[config.mk]
export PLATFORM = sky130hd
export DESIGN_NAME = idal_seq
export DESIGN_NICKNAME = d
export VERILOG_FILES = /design/src/rtl/idal_seq_pkg.sv /design/src/rtl/idal_seq_incdec.sv /design/src/rtl/idal_seq.sv
export SDC_FILE = /design/constraint.sdc
export NUM_CORES = 1
export LEC_CHECK = 0
export BUFFER_PORTS_ARGS = -buffer_cell sky130_fd_sc_hd__buf_2
export CORE_MARGIN = 2
export CORE_UTILIZATION = 35
export DETAILED_ROUTE_END_ITERATION = 10
export MAX_ROUTING_LAYER = met4
export RECOVER_POWER = 50
export SYNTH_ARGS = -nofsm -noshare
export SYNTH_HDL_FRONTEND = slang
export SYNTH_SLANG_ARGS = --single-unit
[constraint.sdc]
create_clock -name iClk -period 4.97 [get_ports iClk]
set_clock_uncertainty 0.15 [all_clocks]
set_input_delay 0.497 -clock iClk [delete_from_list [all_inputs] [get_ports iClk]]
set_output_delay 0.497 -clock iClk [all_outputs]
set_load 0.005 [all_outputs]
[src/rtl/idal_seq_pkg.sv]
// idal_seq_pkg: shared definitions for the idal_seq address-latch sequencer.
//   - IDAL_DATASIZE : default width of PC, SP, operand, result and address
//   - cmd_e         : command codes driven on iCmd
//   - state_e       : sequencer FSM states
package idal_seq_pkg;

    localparam int IDAL_DATASIZE = 16;

    typedef enum logic [2:0] {
        CMD_NOP   = 3'd0,
        CMD_FETCH = 3'd1,
        CMD_PUSH  = 3'd2,
        CMD_POP   = 3'd3,
        CMD_INX   = 3'd4,
        CMD_DCX   = 3'd5,
        CMD_LDPC  = 3'd6,
        CMD_LDSP  = 3'd7
    } cmd_e;

    typedef enum logic [1:0] {
        ST_IDLE  = 2'd0,
        ST_CALC  = 2'd1,
        ST_WRITE = 2'd2
    } state_e;

endpackage

[src/rtl/idal_seq_incdec.sv]
// incdec: combinational incrementer/decrementer.
//   iA  : operand
//   iS  : 0 = increment, 1 = decrement
//   oR  : iA +/- 1, modulo 2^DATASIZE
//   oF  : [0] carry (inc) or borrow (dec), [1] result is zero
module incdec #(
    parameter int DATASIZE = 16
) (
    input  logic [DATASIZE-1:0] iA,
    input  logic                iS,
    output logic [DATASIZE-1:0] oR,
    output logic [1:0]          oF
);

    logic [DATASIZE:0] ext;

    // One extra bit holds the carry-out / borrow-out of the +/-1.
    always_comb begin
        ext = '0;
        if (iS)
            ext = {1'b0, iA} - (DATASIZE+1)'(1);
        else
            ext = {1'b0, iA} + (DATASIZE+1)'(1);
    end

    assign oR    = ext[DATASIZE-1:0];
    assign oF[0] = ext[DATASIZE];
    assign oF[1] = (ext[DATASIZE-1:0] == '0);

endmodule

[src/rtl/idal_seq.sv]
// idal_seq: incrementer/decrementer address-latch sequencer; owns PC and SP.
//   iClk  : clock, rising edge
//   iRst  : synchronous active-low reset
//   iReq  : command request, sampled only in IDLE
//   iCmd  : command code (cmd_e)
//   iData : operand for INX/DCX/LDPC/LDSP, sampled at acceptance
//   oAddr : latched memory address
//   oData : INX/DCX result
//   oPC   : program counter
//   oSP   : stack pointer
//   oBusy : command in progress
//   oDone : one-cycle completion pulse
//   oWrap : carry/borrow of the last inc/dec command
// Each command takes IDLE -> CALC -> WRITE; a new request may be accepted
// in the cycle oDone is high.
module idal_seq
    import idal_seq_pkg::*;
#(
    parameter int DATASIZE = IDAL_DATASIZE
) (
    input  logic                iClk,
    input  logic                iRst,
    input  logic                iReq,
    input  logic [2:0]          iCmd,
    input  logic [DATASIZE-1:0] iData,
    output logic [DATASIZE-1:0] oAddr,
    output logic [DATASIZE-1:0] oData,
    output logic [DATASIZE-1:0] oPC,
    output logic [DATASIZE-1:0] oSP,
    output logic                oBusy,
    output logic                oDone,
    output logic                oWrap
);

    state_e              state_q;
    cmd_e                cmd_q;
    logic [DATASIZE-1:0] opnd_q;
    logic                mode_q;
    logic [DATASIZE-1:0] res_q;
    logic                wrap_q;
    logic [DATASIZE-1:0] pc_q;
    logic [DATASIZE-1:0] sp_q;

    logic [DATASIZE-1:0] id_r;
    logic [1:0]          id_f;

    cmd_e req_cmd;
    assign req_cmd = cmd_e'(iCmd);

    incdec #(
        .DATASIZE(DATASIZE)
    ) u_incdec (
        .iA(opnd_q),
        .iS(mode_q),
        .oR(id_r),
        .oF(id_f)
    );

    assign oPC = pc_q;
    assign oSP = sp_q;

    always_ff @(posedge iClk) begin
        if (!iRst) begin
            state_q <= ST_IDLE;
            cmd_q   <= CMD_NOP;
            opnd_q  <= '0;
            mode_q  <= 1'b0;
            res_q   <= '0;
            wrap_q  <= 1'b0;
            pc_q    <= '0;
            sp_q    <= '0;
            oAddr   <= '0;
            oData   <= '0;
            oBusy   <= 1'b0;
            oDone   <= 1'b0;
            oWrap   <= 1'b0;
        end else begin
            oDone <= 1'b0;
            case (state_q)
                ST_IDLE: begin
                    if (iReq && req_cmd != CMD_NOP) begin
                        cmd_q  <= req_cmd;
                        mode_q <= (req_cmd == CMD_PUSH) || (req_cmd == CMD_DCX);
                        case (req_cmd)
                            CMD_FETCH:         opnd_q <= pc_q;
                            CMD_PUSH, CMD_POP: opnd_q <= sp_q;
                            default:           opnd_q <= iData;
                        endcase
                        oBusy   <= 1'b1;
                        state_q <= ST_CALC;
                    end
                end
                ST_CALC: begin
                    res_q  <= id_r;
                    wrap_q <= id_f[0];
                    // FETCH/POP address with the old value, PUSH with the
                    // pre-decremented one.
                    case (cmd_q)
                        CMD_FETCH, CMD_POP: oAddr <= opnd_q;
                        CMD_PUSH:           oAddr <= id_r;
                        default:            ;
                    endcase
                    state_q <= ST_WRITE;
                end
                ST_WRITE: begin
                    case (cmd_q)
                        CMD_FETCH:          pc_q  <= res_q;
                        CMD_PUSH, CMD_POP:  sp_q  <= res_q;
                        CMD_INX, CMD_DCX:   oData <= res_q;
                        CMD_LDPC:           pc_q  <= opnd_q;
                        CMD_LDSP:           sp_q  <= opnd_q;
                        default:            ;
                    endcase
                    if (cmd_q != CMD_LDPC && cmd_q != CMD_LDSP && cmd_q != CMD_NOP)
                        oWrap <= wrap_q;
                    oBusy   <= 1'b0;
                    oDone   <= 1'b1;
                    state_q <= ST_IDLE;
                end
                default: begin
                    oBusy   <= 1'b0;
                    state_q <= ST_IDLE;
                end
            endcase
        end
    end

endmodule
==> metrics.log, run 1 <==
[metrics] Critical Path Start: iRst
[metrics] post-synth cell types: 47
[metrics] area of the multi-input gates: roughly 0.0028 mm²
[metrics] Reg clk slew, reported paths: ~0.070 ns
[metrics] most frequently used flop master after synthesis: sky130_fd_sc_hd__dfxtp_1
[metrics] worst slew margin relative to its limit: -0.06759
[metrics] met2 Use GR: 0.3060
[metrics] post-detailed-routing wire length: approximately 15000 µm
[metrics] Worst-Skew Late Latency: roughly 0.34 ns
[metrics] Final Hold Violating Endpoints: 0
[metrics] top-level port count: just under 90
[metrics] R2R cell count: 4
[metrics] initial antenna violation count: 0
[metrics] hold buffer count at CTS: 0
[metrics] mean instance size in the synthesized netlist: 8.224 µm²
[metrics] final design instance area without fill: roughly 0.006 mm²
[metrics] Worst setup SP type: primary input
[metrics] maximum achievable frequency: 0.2590 GHz
[metrics] # rows: 44
[metrics] RSZ-0062 raised after global routing: false
[metrics] met1 demand-to-capacity share in global routing: 0.2551
[metrics] yosys synthesis warning count: 0
[metrics] netlist area before placement: just over 0.005 mm²
[metrics] FFs w/ async S/R, synth: 0
[metrics] DR iter-0 viols: ~380
[metrics] Die Outline Area: between 0.015 and 0.02 mm²
[metrics] maximum number of pins on one net before global-route repair: 44
[metrics] global-route wire length before repair: between 20000 and 25000 µm
[metrics] CP required: roughly 5.1 ns
[metrics] final worst path period need: a little under 4 ns
[metrics] final-report setup violation count: 0
[metrics] number of instances resized during post-cts repair: 0
[metrics] Final Wtd Congestion: ~0.87
[metrics] power density normalized to cell area: between 300 and 400 mW/mm²
[metrics] # port buffers: 88
[metrics] TritonCTS clock tree: yes
[metrics] number of nets in the layout: roughly 700
[metrics] maxcap violations: 1
[metrics] total cell area at the placement stage: between 0.005 and 0.006 mm²
[metrics] Reg-to-Reg Start: cmd_q[1]$_SDFFE_PN0P_
[metrics] vias post-DR: roughly 4700
[metrics] area of the core: 0.01437 mm²
[metrics] area taken by flip-flops and latches: about 0.0021 mm²
[metrics] final antenna diode count: 0
[metrics] terminus of the critical flop-to-flop path: oPC[8]$_SDFFE_PN0P_
[metrics] synth cell count leaders: sky130_fd_sc_hd__dfxtp_1, sky130_fd_sc_hd__nand2_1, sky130_fd_sc_hd__nor2_1
[metrics] crit path to: oPC[15]$_SDFFE_PN0P_
[metrics] detailed-route wire length per cell: around 17 µm
[metrics] leakage power of the design: about 2.4 nW
[metrics] area leader, netlist: sky130_fd_sc_hd__dfxtp_1
[metrics] final slew viol count: 36
[metrics] outcome: finished, violations left
[metrics] number of H-tree levels: 3
[metrics] number of setup buffers added after CTS: 0
[metrics] count of fill cells added during filler insertion: 1466
[metrics] buffer levels on the longest clock path: 2
[metrics] number of register bits inferred by synthesis: about 110
[metrics] Sink Count: approximately 110
[metrics] top cell type's share of synthesized area: 0.4155
[metrics] nature of the critical path endpoint: register
[metrics] WP data arrival: 3.95 ns
[metrics] pre-CTS setup slack: 1.689 ns
[metrics] DRC violations left: 0
[metrics] violations in the final reports: max-capacitance violations, max-slew violations
[metrics] number of synthesized flops with an enable pin: 0
[metrics] global router's overall resource usage: 0.1920
[metrics] vias in the first global route: ~4500
[metrics] area growth from synthesis to layout: 15.43%
[metrics] effective utilization at floorplan: 0.3555
[metrics] critical path peak fanout: 43
[metrics] top post-synthesis cells by area: sky130_fd_sc_hd__dfxtp_1, sky130_fd_sc_hd__nand2_1, sky130_fd_sc_hd__mux2i_1, sky130_fd_sc_hd__a21oi_1, sky130_fd_sc_hd__a211oi_1
[metrics] Die X-Extent: 124.8 µm
[metrics] met3 usage in global routing: 0.01718
[metrics] routed vias/inst: ~5.5
[metrics] Final Worst Setup Slack: 1.110 ns
[metrics] ratio of cells with drive above 1 in the final layout: 0.1239
[metrics] final clock period utilization by the worst path: 0.7767
[metrics] Worst Tran Pin Value: about 1.6 ns
[metrics] reg-to-reg setup timing slack: approximately 1.7 ns
[metrics] synthesized netlist cell count: just over 600
[metrics] Setup TNS: 0 ns
[metrics] dpl hpwl: between 10000 and 15000 µm
[metrics] sequential-to-total area share from yosys stat: 0.4155
[metrics] die height: between 100 and 150 µm
[metrics] Min-Delay Path Class: primary input to register
[metrics] syn_nets: 659
[metrics] IR drop worst, VDD: approximately 0.00015 V
[metrics] clock root buffer: sky130_fd_sc_hd__clkbuf_16
[metrics] most crowded layer after global routing: met2
[metrics] cts bufs inserted: 9
[metrics] 1st-pass router iterations: 5
[metrics] remaining antenna violation count: 0
[metrics] total overflow reported by the global router: 0
[metrics] kind of critical path: primary input to register
[kinds of logic after synthesis]
family          synth area share
simple gates              0.1759
compound gates            0.2357
flops                     0.4155
buf+inv                  0.03944
mux                      0.07055
fa+ha+maj                0.04067
xor+xnor                 0.02229
[layout by cell type, fill, tap and decap left out, types with 2 or more instances in the layout]
cell                         instances
sky130_fd_sc_hd__clkbuf_1           34
sky130_fd_sc_hd__nor2b_1             4
sky130_fd_sc_hd__a31oi_1            18
sky130_fd_sc_hd__a221oi_1            2
sky130_fd_sc_hd__ha_1               15
sky130_fd_sc_hd__nor2_1             63
sky130_fd_sc_hd__nand4_1             3
sky130_fd_sc_hd__nor3b_1             2
sky130_fd_sc_hd__xnor2_1             6
sky130_fd_sc_hd__a22oi_1            18
sky130_fd_sc_hd__buf_4               4
sky130_fd_sc_hd__buf_2              55
sky130_fd_sc_hd__a211oi_1           35
sky130_fd_sc_hd__o211ai_1            3
sky130_fd_sc_hd__clkinvlp_4          2
sky130_fd_sc_hd__nand3b_1            3
sky130_fd_sc_hd__o21ai_0            37
sky130_fd_sc_hd__clkbuf_16           9
sky130_fd_sc_hd__nand3_1            11
sky130_fd_sc_hd__mux2i_1            36
sky130_fd_sc_hd__nor3b_2             2
sky130_fd_sc_hd__and2_1              3
sky130_fd_sc_hd__a311oi_1            4
sky130_fd_sc_hd__o31a_1              2
sky130_fd_sc_hd__nand2_1           106
sky130_fd_sc_hd__nand2b_1            4
sky130_fd_sc_hd__nor3_1              2
sky130_fd_sc_hd__xor2_1              7
sky130_fd_sc_hd__inv_1               7
sky130_fd_sc_hd__a21boi_0            3
sky130_fd_sc_hd__nor2_2              2
sky130_fd_sc_hd__clkinv_2            3
sky130_fd_sc_hd__a21oi_1            53
sky130_fd_sc_hd__o21bai_1            4
sky130_fd_sc_hd__dfxtp_1           106
[routing by layer]
| layer | part of all wire | routed length (µm) |
|---|---|---|
| met2 | 0.46 | 6784 |
| met5 | 0 | 0 |
| met1 | 0.47 | 6916 |
| met3 | 0.045 | 656 |
| met4 | 0.020 | 298 |
[critical path: stages]
cell and delay [ns]:
sky130_fd_sc_hd__clkbuf_1 1.13, sky130_fd_sc_hd__inv_1 1.14, sky130_fd_sc_hd__clkbuf_1 0.76, sky130_fd_sc_hd__a211oi_1 0.40
[how the worst min path moves through the flow]
stage,start,cells past startpoint,slack (ns),to
after floorplan,oAddr[2]$_SDFFE_PN0P_,2,0.30,oAddr[2]$_SDFFE_PN0P_
after global placement,oData[2]$_SDFFE_PN0P_,2,0.30,oData[2]$_SDFFE_PN0P_
after detailed placement,oData[1]$_SDFFE_PN0P_,2,0.30,oData[1]$_SDFFE_PN0P_
after CTS,iData[6],3,0.25,opnd_q[6]$_SDFFE_PN0P_
after global routing,iData[10],3,0.27,opnd_q[10]$_SDFFE_PN0P_
final,iData[10],3,0.26,opnd_q[10]$_SDFFE_PN0P_
[through the flow]
| step | utilization | hold slack [ns] | total power, mW | instances |
|---|---|---|---|---|
| 2_1_floorplan | - | 0.2983 | 1.077 | 621 |
| 3_3_place_gp | 0.3933 | 0.2952 | 1.145 | 854 |
| 3_5_place_dp | 0.3933 | 0.2976 | 1.151 | 854 |
| 4_1_cts | 0.4138 | 0.2549 | 1.856 | 870 |
| 5_1_grt | 0.4103 | 0.2659 | 1.921 | 870 |
| 6_report | 0.4103 | 0.2605 | 1.846 | 870 |
[power breakdown]
part / total (mW) / internal, mW / leakage [nW] / switching, mW
clock: 0.712 / 0.390 / 0.142 / 0.322
combinational: 0.209 / 0.0760 / 1.37 / 0.133
sequential: 0.925 / 0.878 / 0.860 / 0.0475
total: 1.85 / 1.34 / 2.37 / 0.502
[sequential cells by signal (all words and copies together), names as in the netlist]
register  cells
cmd_q         3
mode_q        1
oAddr        16
oBusy         1
oData        16
oDone         1
oPC          16
oSP          16
oWrap         1
opnd_q       16
res_q        16
state_q       2
wrap_q        1
[cell type report]
class,count,area share
sequential,106,0.3599
timing repair buffer,93,0.07343
clock buffer,9,0.03820
clock inverter,7,0.01167
inverter,7,0.004457
tap,184,0.03905
multi-input combinational,464,0.4733
Note: power is estimated with default switching activity, not from simulation.
==> run 2: changes to the inputs <==
==> constraint.sdc (replaced) <==
create_clock -name iClk -period 3.1 [get_ports iClk]
set_clock_uncertainty 0.15 [all_clocks]
set_input_delay 0.31 -clock iClk [delete_from_list [all_inputs] [get_ports iClk]]
set_output_delay 0.31 -clock iClk [all_outputs]
set_load 0.005 [all_outputs]
==> run 2 against run 1 <==
Effect of this change: the flow now finishes without violations; register-to-register slack got worse by 1.2 ns; clock power rose by 85%; global-route usage rose by 1.5 points; critical path depth rose by 4; total power rose by 72%; worst hold slack got worse by 0.20 ns; combinational power rose by 81%; final cell count rose by 1.8%; core utilization rose by 1.3 points; first-iteration DRC count rose by 25%.
==> metrics.log, run 2 (synthesis results as in run 1) <==
[metrics] number of setup buffers added after CTS: 0
[metrics] final design instance area without fill: 0.006078 mm²
[metrics] kind of critical path: register to register
[metrics] Die Outline Area: 0.01558 mm²
[metrics] TritonCTS clock tree: yes
[metrics] remaining antenna violation count: 0
[metrics] total cell area at the placement stage: between 0.005 and 0.006 mm²
[metrics] met1 demand-to-capacity share in global routing: 0.2786
[metrics] WP data arrival: roughly 2.8 ns
[metrics] count of fill cells added during filler insertion: 1467
[metrics] leakage power of the design: around 2.5 nW
[metrics] # port buffers: 88
[metrics] Min-Delay Path Class: primary input to register
[metrics] final clock period utilization by the worst path: 0.8463
[metrics] cell type of the slowest stage on the worst timing path: sky130_fd_sc_hd__ha_1
[metrics] nature of the critical path endpoint: register
[metrics] number of H-tree levels: 3
[metrics] Worst setup SP type: register
[metrics] Final Hold Violating Endpoints: 0
[metrics] Final Wtd Congestion: roughly 0.88
[metrics] gate family responsible for the most delay along the worst path: compound AO/OA/AOI/OAI gates
[metrics] Die X-Extent: between 100 and 150 µm
[metrics] area growth from synthesis to layout: 19.01%
[metrics] final slew viol count: 0
[metrics] initial antenna violation count: 0
[metrics] CP required: about 3.2 ns
[metrics] global-route wire length before repair: approximately 25000 µm
[metrics] die height: around 120 µm
[metrics] most crowded layer after global routing: met2
[metrics] maximum number of pins on one net before global-route repair: 59
[metrics] final worst path period need: around 2.6 ns
[metrics] RSZ-0062 raised after global routing: false
[metrics] Worst-Skew Late Latency: 0.36 ns
[metrics] power density normalized to cell area: approximately 520 mW/mm²
[metrics] 1st-pass router iterations: 4
[metrics] final antenna diode count: 0
[metrics] met3 usage in global routing: 0.03780
[metrics] IR drop worst, VDD: between 0.0002 and 0.0003 V
[metrics] Setup TNS: 0 ns
[metrics] outcome: finished, final reports clean
[metrics] vias in the first global route: 4511
[metrics] number of nets in the layout: roughly 740
[metrics] maximum achievable frequency: between 0.3 and 0.4 GHz
[metrics] hold buffer count at CTS: 0
[metrics] worst slew margin relative to its limit: 0.07266
[metrics] routed vias/inst: 5.433
[metrics] detailed-route wire length per cell: 17.82 µm
[metrics] met2 Use GR: 0.3115
[metrics] critical path's largest stage delay: around 0.43 ns
[metrics] global router's overall resource usage: 0.2072
[metrics] cell count after placement: between 800 and 900
[metrics] Reg clk slew, reported paths: ~0.070 ns
[metrics] top library cells by usage in the layout, fill and taps aside: sky130_fd_sc_hd__nand2_1, sky130_fd_sc_hd__dfxtp_1, sky130_fd_sc_hd__nor2_1
[metrics] Sink Count: between 100 and 150
[metrics] filler-free cell count of the finished design: approximately 890
[metrics] DRC violations left: 0
[metrics] critical path peak fanout: 13
[metrics] number of buffer and inverter stages on the critical path: 1
[metrics] ratio of cells with drive above 1 in the final layout: 0.1439
[metrics] vias post-DR: 4814
[metrics] area of the core: about 0.014 mm²
[metrics] maxcap violations: 0
[metrics] post-detailed-routing wire length: around 16000 µm
[metrics] dpl hpwl: roughly 11000 µm
[metrics] # rows: 44
[metrics] cell breakdown of the critical path: buf_4, ha_1, nand4_1, o221ai_1, o21bai_1, mux2i_1, a22oi_1, nor2_1
[metrics] cts bufs inserted: 9
[metrics] clock root buffer: sky130_fd_sc_hd__clkbuf_16
[metrics] buffer levels on the longest clock path: 2
[metrics] top-level port count: 89
[metrics] total overflow reported by the global router: 0
[metrics] Worst Tran Pin Value: ~1.4 ns
[metrics] DR iter-0 viols: 474
[metrics] final-report setup violation count: 0
[metrics] number of instances resized during post-cts repair: 0
[metrics] effective utilization at floorplan: 0.3555
[run 2: cell types whose count changed in the layout (fill, tap and decap cells not counted), sizes merged]
cell	delta
buf	+17
bufinv	+2
clkbuf	+2
inv	-1
clkinv	-2
clkinvlp	-2
[run 2: power by group]
part / total (mW) / internal [mW] / switching, mW / leakage, nW
logic: 0.378 / 0.138 / 0.240 / 1.46
clock network: 1.32 / 0.814 / 0.507 / 0.167
registers: 1.47 / 1.41 / 0.0618 / 0.860
[run 2: final timing paths]
kind,from,to,slack [ns],depth (start not counted)
setup / recovery,mode_q$_SDFFE_PN0P_,res_q[15]$_SDFFE_PN0P_,0.48,8
hold reg to reg,oData[2]$_SDFFE_PN0P_,oData[2]$_SDFFE_PN0P_,0.30,2
hold / removal,iData[5],opnd_q[5]$_SDFFE_PN0P_,0.06,3
setup reg to reg,mode_q$_SDFFE_PN0P_,res_q[15]$_SDFFE_PN0P_,0.48,8
[run 2: metrics by stage]
| stage | utilization | hold WS, ns | worst slack (ns) | total power [mW] |
|---|---|---|---|---|
| final | 0.4230 | 0.06491 | 0.4764 | 3.169 |
| after floorplan | - | 0.2983 | 0.6387 | 1.726 |
| after CTS | 0.4266 | 0.04882 | 0.5202 | 3.198 |
| after global routing | 0.4230 | 0.06967 | 0.2609 | 3.281 |
| after global placement | 0.4026 | 0.2961 | 0.6008 | 1.873 |
| after detailed placement | 0.4026 | 0.2969 | 0.5253 | 1.875 |
[run 2: cell type report]
cell class                      count  area [µm²]  area share
Multi-Input combinational cell    464        2790      0.4590
Clock buffer                       12       246.5     0.04055
Clock inverter                      4       98.84     0.01626
Timing Repair Buffer              109       564.3     0.09284
Tap cell                          184       230.2     0.03788
Sequential cell                   106        2122      0.3491
Inverter                            7       26.28    0.004323
[run 2: worst min-delay path, delay by kind of cell]
family	cells	cell delay, ns
buffers and inverters	1	0.09
AOI/OAI and AO/OA	1	0.07
and+or+nand+nor	1	0.05
[run 2: layer usage]
metal	vias up	wire length [µm]
li1	2376	-
met1	2277	7568
met2	138	7067
met3	23	860
met4	0	297
met5	-	0
